## src/rtl/uart_pkg.sv

```systemverilog
// Shared UART definitions: receive FSM state type, bit timing constants and
// the FIFO threshold helper used by both the RX and TX halves.
package uart_pkg;

   typedef enum logic [2:0] {IDLE, START, DATA, PARITY, STOP} rx_state_t;

   localparam int BCLK_PER_BIT = 16;
   localparam int SAMPLE_PT    = 7;

   // Threshold select: 00 >8, 01 >6, 10 >4, 11 >2 entries.
   function automatic logic thr_hit(input logic [4:0] count, input logic [1:0] sel);
      logic [4:0] lim;
      case (sel)
         2'b00:   lim = 5'd8;
         2'b01:   lim = 5'd6;
         2'b10:   lim = 5'd4;
         default: lim = 5'd2;
      endcase
      return count > lim;
   endfunction

endpackage

```

## src/rtl/uart_receiver_if.sv

```systemverilog
// Bus-side view of the UART receiver: FIFO pop, threshold select, error
// clear, and the head-of-FIFO word with its flags and status.
//  master: register block (drives read_en, rx_thr_val, err_clr)
//  slave : uart_receiver (drives data, error flags and FIFO status)
interface uart_receiver_if;
   logic       read_en;
   logic [1:0] rx_thr_val;
   logic       err_clr;
   logic [7:0] data_out;
   logic       parity_err;
   logic       frame_err;
   logic       overrun;
   logic       rx_empty;
   logic       rx_full;
   logic       rx_thr;

   modport master (
      output read_en, rx_thr_val, err_clr,
      input  data_out, parity_err, frame_err, overrun, rx_empty, rx_full, rx_thr
   );

   modport slave (
      input  read_en, rx_thr_val, err_clr,
      output data_out, parity_err, frame_err, overrun, rx_empty, rx_full, rx_thr
   );
endinterface

```

## src/rtl/uart_rx_fifo.sv

```systemverilog
// Synchronous first-word-fall-through FIFO for received words.
//  clk, resetn : clock, synchronous active-low reset
//  push, push_data : write request and word
//  pop         : read request (ignored when empty)
//  head        : current head word, 0 when empty
//  count       : occupancy 0..DEPTH
//  empty, full : status
//  drop        : push refused because FIFO full and not popping
module uart_rx_fifo #(
   parameter int DEPTH = 16,
   parameter int W     = 10
) (
   input  logic                       clk,
   input  logic                       resetn,
   input  logic                       push,
   input  logic [W-1:0]               push_data,
   input  logic                       pop,
   output logic [W-1:0]               head,
   output logic [$clog2(DEPTH):0]     count,
   output logic                       empty,
   output logic                       full,
   output logic                       drop
);
   localparam int AW = $clog2(DEPTH);

   logic [W-1:0] mem [DEPTH];
   // Pointers carry an extra wrap bit to tell full from empty.
   logic [AW:0]  wr_ptr;
   logic [AW:0]  rd_ptr;
   logic         do_push;
   logic         do_pop;

   assign empty   = (wr_ptr == rd_ptr);
   assign full    = (wr_ptr[AW-1:0] == rd_ptr[AW-1:0]) && (wr_ptr[AW] != rd_ptr[AW]);
   assign do_pop  = pop & ~empty;
   // A pop in the same clk frees the slot, so a push into a full FIFO still lands.
   assign do_push = push & (~full | do_pop);
   assign drop    = push & full & ~do_pop;
   assign count   = wr_ptr - rd_ptr;
   assign head    = empty ? '0 : mem[rd_ptr[AW-1:0]];

   always_ff @(posedge clk) begin
      if (!resetn) begin
         wr_ptr <= '0;
         rd_ptr <= '0;
      end else begin
         if (do_push) wr_ptr <= wr_ptr + 1'b1;
         if (do_pop)  rd_ptr <= rd_ptr + 1'b1;
      end
   end

   always_ff @(posedge clk) begin
      if (do_push) mem[wr_ptr[AW-1:0]] <= push_data;
   end
endmodule

```

## src/rtl/uart_receiver.sv

```systemverilog
// UART serial receiver: synchronises rxd, reassembles 8N1/8E1/8O1 frames on
// a 16x baud tick, checks parity/stop and queues {ferr,perr,data} in a FIFO.
//  clk, resetn      : clock, synchronous active-low reset
//  bclk             : one-clk 16x baud tick
//  rxd              : asynchronous serial input, idles high
//  rx_en            : receiver enable; low aborts any frame in progress
//  parity_en        : frame carries a parity bit after D7
//  parity_type      : 1 odd, 0 even
//  rx_bclk_en       : high while a frame is being received
//  bus (slave)      : FIFO head/flags/status, pop, threshold select, err_clr
module uart_receiver #(
   parameter int FIFO_DEPTH   = 16,
   parameter int BCLK_PER_BIT = uart_pkg::BCLK_PER_BIT,
   parameter int SAMPLE_PT    = uart_pkg::SAMPLE_PT
) (
   input  logic             clk,
   input  logic             resetn,
   input  logic             bclk,
   input  logic             rxd,
   input  logic             rx_en,
   input  logic             parity_en,
   input  logic             parity_type,
   output logic             rx_bclk_en,
   uart_receiver_if.slave   bus
);
   import uart_pkg::*;

   localparam logic [3:0] CNT_LAST = 4'(BCLK_PER_BIT - 1);
   localparam logic [3:0] CNT_SMP  = 4'(SAMPLE_PT);
   localparam int         CW       = $clog2(FIFO_DEPTH) + 1;

   logic         rxd_m, rxd_s, rxd_q;
   logic         fall;
   rx_state_t    state;
   logic [3:0]   cnt;
   logic [2:0]   bit_idx;
   logic [7:0]   shreg;
   logic         par_en_q, par_type_q, perr_q;
   logic         push;
   logic [9:0]   push_word;
   logic         smp_now, last_now;
   logic [9:0]   head;
   logic [CW-1:0] count;
   logic         drop;

   // Two-flop synchroniser plus one delayed copy for edge detection.
   always_ff @(posedge clk) begin
      if (!resetn) begin
         rxd_m <= 1'b1;
         rxd_s <= 1'b1;
         rxd_q <= 1'b1;
      end else begin
         rxd_m <= rxd;
         rxd_s <= rxd_m;
         rxd_q <= rxd_s;
      end
   end

   assign fall     = rxd_q & ~rxd_s;
   assign smp_now  = bclk && (cnt == CNT_SMP);
   assign last_now = bclk && (cnt == CNT_LAST);

   always_ff @(posedge clk) begin
      if (!resetn) begin
         state      <= IDLE;
         cnt        <= '0;
         bit_idx    <= '0;
         par_en_q   <= 1'b0;
         par_type_q <= 1'b0;
         perr_q     <= 1'b0;
         push       <= 1'b0;
      end else begin
         push <= 1'b0;
         if (!rx_en) begin
            state <= IDLE;
            cnt   <= '0;
         end else begin
            if (state != IDLE && bclk) cnt <= (cnt == CNT_LAST) ? 4'd0 : cnt + 4'd1;
            case (state)
               IDLE: if (fall) begin
                  state      <= START;
                  cnt        <= '0;
                  bit_idx    <= '0;
                  par_en_q   <= parity_en;
                  par_type_q <= parity_type;
                  perr_q     <= 1'b0;
               end
               START: begin
                  // Line back high at mid start bit: glitch, not a frame.
                  if (smp_now && rxd_s) begin
                     state <= IDLE;
                     cnt   <= '0;
                  end else if (last_now) begin
                     state <= DATA;
                  end
               end
               DATA: begin
                  if (smp_now) shreg <= {rxd_s, shreg[7:1]};
                  if (last_now) begin
                     if (bit_idx == 3'd7) state <= par_en_q ? PARITY : STOP;
                     else                 bit_idx <= bit_idx + 3'd1;
                  end
               end
               PARITY: begin
                  if (smp_now) perr_q <= rxd_s != (par_type_q ? ~^shreg : ^shreg);
                  if (last_now) state <= STOP;
               end
               STOP: begin
                  // Leave mid stop bit so a back-to-back start edge is not missed.
                  if (smp_now) begin
                     push      <= 1'b1;
                     push_word <= {~rxd_s, perr_q, shreg};
                     state     <= IDLE;
                     cnt       <= '0;
                  end
               end
               default: state <= IDLE;
            endcase
         end
      end
   end

   assign rx_bclk_en = (state != IDLE);

   uart_rx_fifo #(.DEPTH(FIFO_DEPTH), .W(10)) u_fifo (
      .clk       (clk),
      .resetn    (resetn),
      .push      (push),
      .push_data (push_word),
      .pop       (bus.read_en),
      .head      (head),
      .count     (count),
      .empty     (bus.rx_empty),
      .full      (bus.rx_full),
      .drop      (drop)
   );

   // A drop coinciding with err_clr keeps the flag set.
   always_ff @(posedge clk) begin
      if (!resetn)          bus.overrun <= 1'b0;
      else if (drop)        bus.overrun <= 1'b1;
      else if (bus.err_clr) bus.overrun <= 1'b0;
   end

   assign bus.data_out   = head[7:0];
   assign bus.parity_err = head[8];
   assign bus.frame_err  = head[9];
   assign bus.rx_thr     = thr_hit(5'(count), bus.rx_thr_val);
endmodule

```

## src/flat_wrapper.sv

```systemverilog
// flat-port wrapper written by rule: the top's interface ports become plain ports
module uart_receiver_flat import uart_pkg::*;
#(
   parameter int FIFO_DEPTH   = 16,
   parameter int BCLK_PER_BIT = uart_pkg::BCLK_PER_BIT,
   parameter int SAMPLE_PT    = uart_pkg::SAMPLE_PT
)
  (clk, resetn, bclk, rxd, rx_en, parity_en, parity_type, rx_bclk_en, bus_read_en, bus_rx_thr_val, bus_err_clr, bus_data_out, bus_parity_err, bus_frame_err, bus_overrun, bus_rx_empty, bus_rx_full, bus_rx_thr);
  uart_receiver_if bus_i ();
  input  logic clk;
  input  logic resetn;
  input  logic bclk;
  input  logic rxd;
  input  logic rx_en;
  input  logic parity_en;
  input  logic parity_type;
  output logic rx_bclk_en;
  input wire logic [$bits(bus_i.read_en)-1:0] bus_read_en;
  input wire logic [$bits(bus_i.rx_thr_val)-1:0] bus_rx_thr_val;
  input wire logic [$bits(bus_i.err_clr)-1:0] bus_err_clr;
  output wire logic [$bits(bus_i.data_out)-1:0] bus_data_out;
  output wire logic [$bits(bus_i.parity_err)-1:0] bus_parity_err;
  output wire logic [$bits(bus_i.frame_err)-1:0] bus_frame_err;
  output wire logic [$bits(bus_i.overrun)-1:0] bus_overrun;
  output wire logic [$bits(bus_i.rx_empty)-1:0] bus_rx_empty;
  output wire logic [$bits(bus_i.rx_full)-1:0] bus_rx_full;
  output wire logic [$bits(bus_i.rx_thr)-1:0] bus_rx_thr;
  assign bus_i.read_en = bus_read_en;
  assign bus_i.rx_thr_val = bus_rx_thr_val;
  assign bus_i.err_clr = bus_err_clr;
  assign bus_data_out = bus_i.data_out;
  assign bus_parity_err = bus_i.parity_err;
  assign bus_frame_err = bus_i.frame_err;
  assign bus_overrun = bus_i.overrun;
  assign bus_rx_empty = bus_i.rx_empty;
  assign bus_rx_full = bus_i.rx_full;
  assign bus_rx_thr = bus_i.rx_thr;
  uart_receiver #(.FIFO_DEPTH(FIFO_DEPTH), .BCLK_PER_BIT(BCLK_PER_BIT), .SAMPLE_PT(SAMPLE_PT)) u_core (.clk(clk), .resetn(resetn), .bclk(bclk), .rxd(rxd), .rx_en(rx_en), .parity_en(parity_en), .parity_type(parity_type), .rx_bclk_en(rx_bclk_en), .bus(bus_i));
endmodule
```

## config.mk

```make
export PLATFORM = sky130hd
export DESIGN_NAME = uart_receiver_flat
export DESIGN_NICKNAME = d
export VERILOG_FILES = /design/src/rtl/uart_pkg.sv /design/src/rtl/uart_receiver_if.sv /design/src/rtl/uart_rx_fifo.sv /design/src/rtl/uart_receiver.sv /design/src/flat_wrapper.sv
export SDC_FILE = /design/constraint.sdc
export NUM_CORES = 1
export LEC_CHECK = 0
export ABC_CLOCK_PERIOD_IN_PS = 4200
export CORE_MARGIN = 3
export CORE_UTILIZATION = 60
export CTS_BUF_LIST = sky130_fd_sc_hd__clkbuf_4
export CTS_CLUSTER_SIZE = 28
export DETAILED_ROUTE_END_ITERATION = 8
export PLACE_DENSITY = 0.76
export SYNTH_ARGS = -nofsm -noshare
export SYNTH_HDL_FRONTEND = slang
export SYNTH_HIERARCHICAL = 1
export SYNTH_SLANG_ARGS = --single-unit
```

## constraint.sdc

```tcl
create_clock -name clk -period 4.2 [get_ports clk]
set_clock_uncertainty 0.1 [all_clocks]
set_input_delay 1.05 -clock clk [delete_from_list [all_inputs] [get_ports clk]]
set_output_delay 1.05 -clock clk [all_outputs]
set_load 0.005 [all_outputs]
```

* Word level (Yosys, flattened, before mapping) *
Memories as Yosys holds them, arrays and structs flattened. A register that Yosys moved wholly into a read port is not among the register bits.
Index checks and enable logic that the tools add are counted.

operators by class
  bitwise operators = 10
  muxes and demuxes = 32
  add/subtract/negate cells = 5
  order comparisons = 1
  equality and inequality tests = 21
  reduce and logical (&&, ||, !) cells = 21

operators with widths
  operator               count
  $mux W3                11
  $mux W4                7
  $pmux W4 S3            2
  $pmux W3 S5            1
  $ne A2 B1 Y1 const B   6
  $reduce_and A4 Y1      3
  $add A5 B1 Y5 const B  2
  $mux W10               1
  $mux W1                8
  $reduce_xnor A8 Y1     1
  $reduce_xor A8 Y1      1
  $eq A3 B2 Y1 const B   2
  $eq A3 B3 Y1 const B   2
  $pmux W3 S2            1
  $reduce_and A3 Y1      2
  $reduce_and A6 Y1      1
  $reduce_bool A2 Y1     3
  $and A1 B1 Y1          5
  $eq A5 B5 Y1           1
  $gt A5 B4 Y1           1
  $logic_and A1 B1 Y1    5
  $reduce_and A5 Y1      1
  $sub A5 B5 Y5          1
  $add A4 B1 Y4 const B  1
  17 further kinds       21

storage, ports and cells
  RAM bits = 160
  output and inout port bits = 15
  word-level logic and storage cells = 106
  memories kept = 1
  flip-flop bits (word level) = 46
  input port bits = 11

memory list
  memory             depth  width  read ports  clocked after memory_dff  write ports  line                text
  u_core.u_fifo.mem  16     10     1           1                         1            uart_rx_fifo.sv:26  logic [W-1:0] mem [DEPTH];

* Logic depth before layout (Yosys ltp) *
  depth after elaboration = 7
  depth in mapped cells = 10
  gate-level depth less buffers = 10

* Modules after synthesis *
The synthesis kept the hierarchy.

modules (own cells, without submodules)
  module         area each (µm²)  cells each  sequential area each (µm²)  times used
  uart_rx_fifo   7011.7           356         5084.9                      1
  uart_receiver  1740.4           151         900.9                       1

* Least setup slack after synthesis *
Ideal clock, no wire load.

  path type = input -> output
  from = input port bus_rx_thr_val[1]
  to = output port bus_rx_thr
  stages = 6
  path buffers = 0
  required time = 3.050 ns
  arrival time = 2.094 ns
  path slack = 0.956 ns
  cell sequence = inv_1 > ha_1 > or2_2 > ha_1 > and4b_1 > o21bai_1

between the ends
  word-level cells in the longest chain between the ends = 3
  elaborated cells between the ends (all ways) = 5
  classes of those cells = order compare (1); eq/ne (2); mux (1); reduce/logical (1)

ends and longest elaborated chain
  what                                  line                text
  from (decl)                           flat_wrapper.sv:19  input wire logic [$bits(bus_i.rx_thr_val)-1:0] bus_rx_thr_val;
  $eq A2 B2 Y1 (tied with other cells)  uart_pkg.sv:13      case (sel)
  $pmux W4 S3 *                         uart_pkg.sv:13
  $gt A5 B4 Y1 *                        uart_pkg.sv:19      return count > lim;
  to (decl)                             flat_wrapper.sv:27  output wire logic [$bits(bus_i.rx_thr)-1:0] bus_rx_thr;

Mark *: on every way between the ends. The rest lies on a longest branch, timed or not.

==> results by group <==
Run status
  • Outcome: finished, final reports clean

Synthesis
  • Post-Syn Nets: 537
  • Async set-reset flop share out of synthesis: 0
  • Top cells by area, synth: edfxtp_1 (61%), mux4_2 (10%), dfxtp_1 (7.3%)
  • Top-area cell type share of the netlist area: 0.611
  • Sequential area share after synthesis: 0.684
  • Synthesized area per cell: about 17 um2
  • Post-synth EDFFs: 178
  • Yosys reg bits: 210
  • Synth cell types: 59
  • YS warnings: 6
  • Post-Syn Instances: 507
  • Leading register cell type out of synthesis: edfxtp_1
  • Cell taking the most area after synthesis: edfxtp_1
  • Mapped cell area: 8750 um2

Place
  • Dpl hpwl: 10.4 mm
  • Inst Count DP: 715
  • IO buf count: 25
  • Final RePlAce weighted congestion: 0.838

CTS
  • Clk sink count: 210
  • Htree depth: 2
  • # Post-CTS Setup Buffers: 0
  • Hold-fix buffers, CTS: 0
  • Total CTS buffers: 51
  • Root Driver: clkbuf_4
  • Clock transition at the registers of the reported paths: 60 ps
  • Max clock buf depth: 3
  • CTS tree: yes
  • Clk_lat worst skew: roughly 630 ps

Worst setup path
  • Worst setup EP type: output port
  • Crit path cell chain: buf_12, mux4_2, nor2b_1, a211oi_1, a211oi_2, clkdlybuf4s50_1
  • Crit Path Class: reg -> out
  • FF-to-FF End: u_core/u_fifo/mem[11][6]
  • CP max stage delay: 530 ps
  • Critical path startpoint category: flip-flop
  • R2R setup slack: 1650 ps
  • Critical Path RT: 3050 ps
  • Crit path DAT: 2990 ps
  • RR Startpoint: u_core/u_fifo/rd_ptr[1]
  • Critical path endpoint: bus_data_out[2]
  • R2r worst-path depth: 5
  • Highest net fanout along the worst path: 18
  • Critical Path Slowest Stage Cell: mux4_2

Floorplanning
  • # IOs: 26
  • Core area: 14100 um2
  • Row count: 43
  • Chip height: 127 um
  • Starting Density: 0.621
  • Die area: 16100 um2
  • Die X: 127 um

Drt
  • DR pass1 iterations: 4
  • DR vias: 4758
  • Starting DRT DRC Count: roughly 360
  • WL per Instance: 20.4 um
  • Final WL: between 15 and 20 mm
  • Vias per std cell: just under 6
  • Drt drc: 0
  • ANT nets after route: 0

Power
  • Clock network fraction of design power: 0.421
  • Net Sw Power: around 760 uW
  • Leakage dissipation: approximately 3.3 nW
  • P_int: about 3.2 mW
  • Power Total: 3.93 mW
  • Comb pwr share: 0.011
  • Pwr dens: approximately 400 nW/um2
  • Switching share of power: 0.195
  • Part of the power in registers: 0.568
  • Peak VDD IR: around 0.21 mV

Timing
  • Final Max Tran Viols: 0
  • Worst-Margin Slew: 1070 ps
  • Fmax: 0.242 GHz
  • Worst Hold Margin: 308 ps
  • Crit path time final: just over 4000 ps
  • Tcrit/Tclk final: 0.985
  • Hold Violations, Final: 0
  • Setup Viol. Count Final: 0
  • Relative slew margins: 0.282

Cells and area
  • Multi-input gate area: around 2600 um2
  • Area Growth Syn to Fin: 14.6%
  • Layout cells sized above 1: 0.261
  • Most common cell after layout, fill and taps aside: edfxtp_1
  • Register area: about 6000 um2
  • Layout Cells excl Fill: 805
  • Fillers: roughly 930
  • Final net count: 619
  • Diodes inserted: 0
  • Commonest non-fill, non-tap cells in the layout: edfxtp_1 (178), clkbuf_4 (72), mux4_2 (40)

Min path
  • Hold Crit Class: reg -> reg
  • Min-delay src: u_core/rxd_m

GRT
  • Pin count of the biggest net entering global routing: 24
  • First-pass GRT wire length: 26.5 mm
  • Remaining Overflow, GRT: 0
  • Vias in the first global route: between 5k and 6k
  • Global Route Usage Sum: 0.215
  • Initial antenna violation count: 0

Job
  • Number of max-cap violations: 0
-- state kept, by name (all words and copies together), names as in the netlist, named ones only --
register	flops
u_core/u_fifo/mem	160
u_core/push_word	10
u_core/shreg	8
u_core/u_fifo/rd_ptr	5
u_core/u_fifo/wr_ptr	5
u_core/cnt	4
u_core/bit_idx	3
u_core/state	3
u_core/bus.overrun	1
u_core/par_en_q	1
u_core/par_type_q	1
u_core/perr_q	1
u_core/push	1
u_core/rxd_m	1
u_core/rxd_q	1
u_core/rxd_s	1
-- through the flow --
stage                     instance area (um2)  TNS, ps  setup slack [ps]  utilization
after global routing                    10000     -100             -98.9        0.712
after global placement                   9300    -46.2             -46.2        0.660
after detailed placement                 9300     -125              -125        0.660
after floorplan                          8750        0               956            -
final                                   10000        0              61.3        0.712
after CTS                               10000        0              16.3        0.710
-- worst min-delay path by stage --
stage                    to  slack, ps  cells after the start
2_1_floorplan  u_core/rxd_s        290                      1
3_3_place_gp   u_core/rxd_s        300                      1
3_5_place_dp   u_core/rxd_s        300                      1
4_1_cts        u_core/rxd_s        310                      1
5_1_grt        u_core/rxd_s        340                      1
6_report       u_core/rxd_s        310                      1
-- cells by family (layout without fill, tap and decap cells) --
group | count (synthesis) | after routing | synth area share
flip-flops | 210 | 210 | 0.684
AND/OR/NAND/NOR | 98 | 98 | 0.0643
AO/OA/AOI/OAI | 67 | 67 | 0.0609
multiplexers | 53 | 53 | 0.118
buffers and inverters | 40 | 158 | 0.0226
XOR/XNOR | 20 | 20 | 0.0224
adder cells (fa/ha/maj) | 19 | 19 | 0.0280
-- power by group through the flow --
| stage | combinational, mW | clock [mW] | sequential, mW |
|---|---|---|---|
| after CTS | 0.0423 | 1.70 | 2.23 |
| after global placement | 0.0405 | 0 | 2.28 |
| after global routing | 0.0460 | 1.84 | 2.23 |
| after detailed placement | 0.0427 | 0 | 2.28 |
| after floorplan | 0.0222 | 0 | 2.27 |
| final | 0.0420 | 1.65 | 2.23 |
-- worst max-delay path, delay by kind of cell, from the launching register on --
kind / cells / cell delay, ps
AO/OA/AOI/OAI: 2 / 480
buffers and inverters: 2 / 730
flip-flops: 1 / 440
multiplexers: 1 / 530
AND/OR/NAND/NOR: 1 / 180
-- layer usage --
layer | up-vias | share of wire | global-route usage
met1 | 2391 | 0.41 | 0.280
met4 | 0 | 0.016 | 0.0719
met5 | - | 0 | 0
met3 | 19 | 0.059 | 0.0564
li1 | 2204 | - | -
met2 | 144 | 0.52 | 0.356
-- cell usage after synthesis (2+ instances only) --
cell,number
nand4_1,5
ha_1,18
o21a_1,4
or3_1,3
a211o_1,2
nand3_1,5
and3_1,2
nor3_1,8
o211ai_1,2
buf_4,6
and4b_1,2
inv_1,18
mux2i_1,13
clkbuf_1,8
dfxtp_1,32
mux4_2,40
and4_1,4
a211oi_1,24
a21boi_1,2
edfxtp_1,178
o41ai_1,3
and2_1,8
nor2b_1,18
a21oi_1,6
xor2_1,5
o21ai_0,5
a21o_1,3
nand2_1,11
buf_2,5
a21boi_0,3
nand2b_1,7
xnor2_1,13
nor2_1,18
-- timing repair --
item,CTS,global route
cloned,1,0
setup endpoints to repair,5,6
endpoints found under the hold margin,0,0
resized for setup,4,7
-- final cells by class --
| cell class | count | area share |
|---|---|---|
| Clock buffer | 72 | 0.0539 |
| Timing Repair Buffer | 51 | 0.0484 |
| Multi-Input combinational cell | 257 | 0.259 |
| Inverter | 18 | 0.00674 |
| Clock inverter | 17 | 0.0124 |
| Sequential cell | 210 | 0.598 |
| Tap cell | 180 | 0.0225 |
Note: power is estimated with default switching activity, not from simulation.
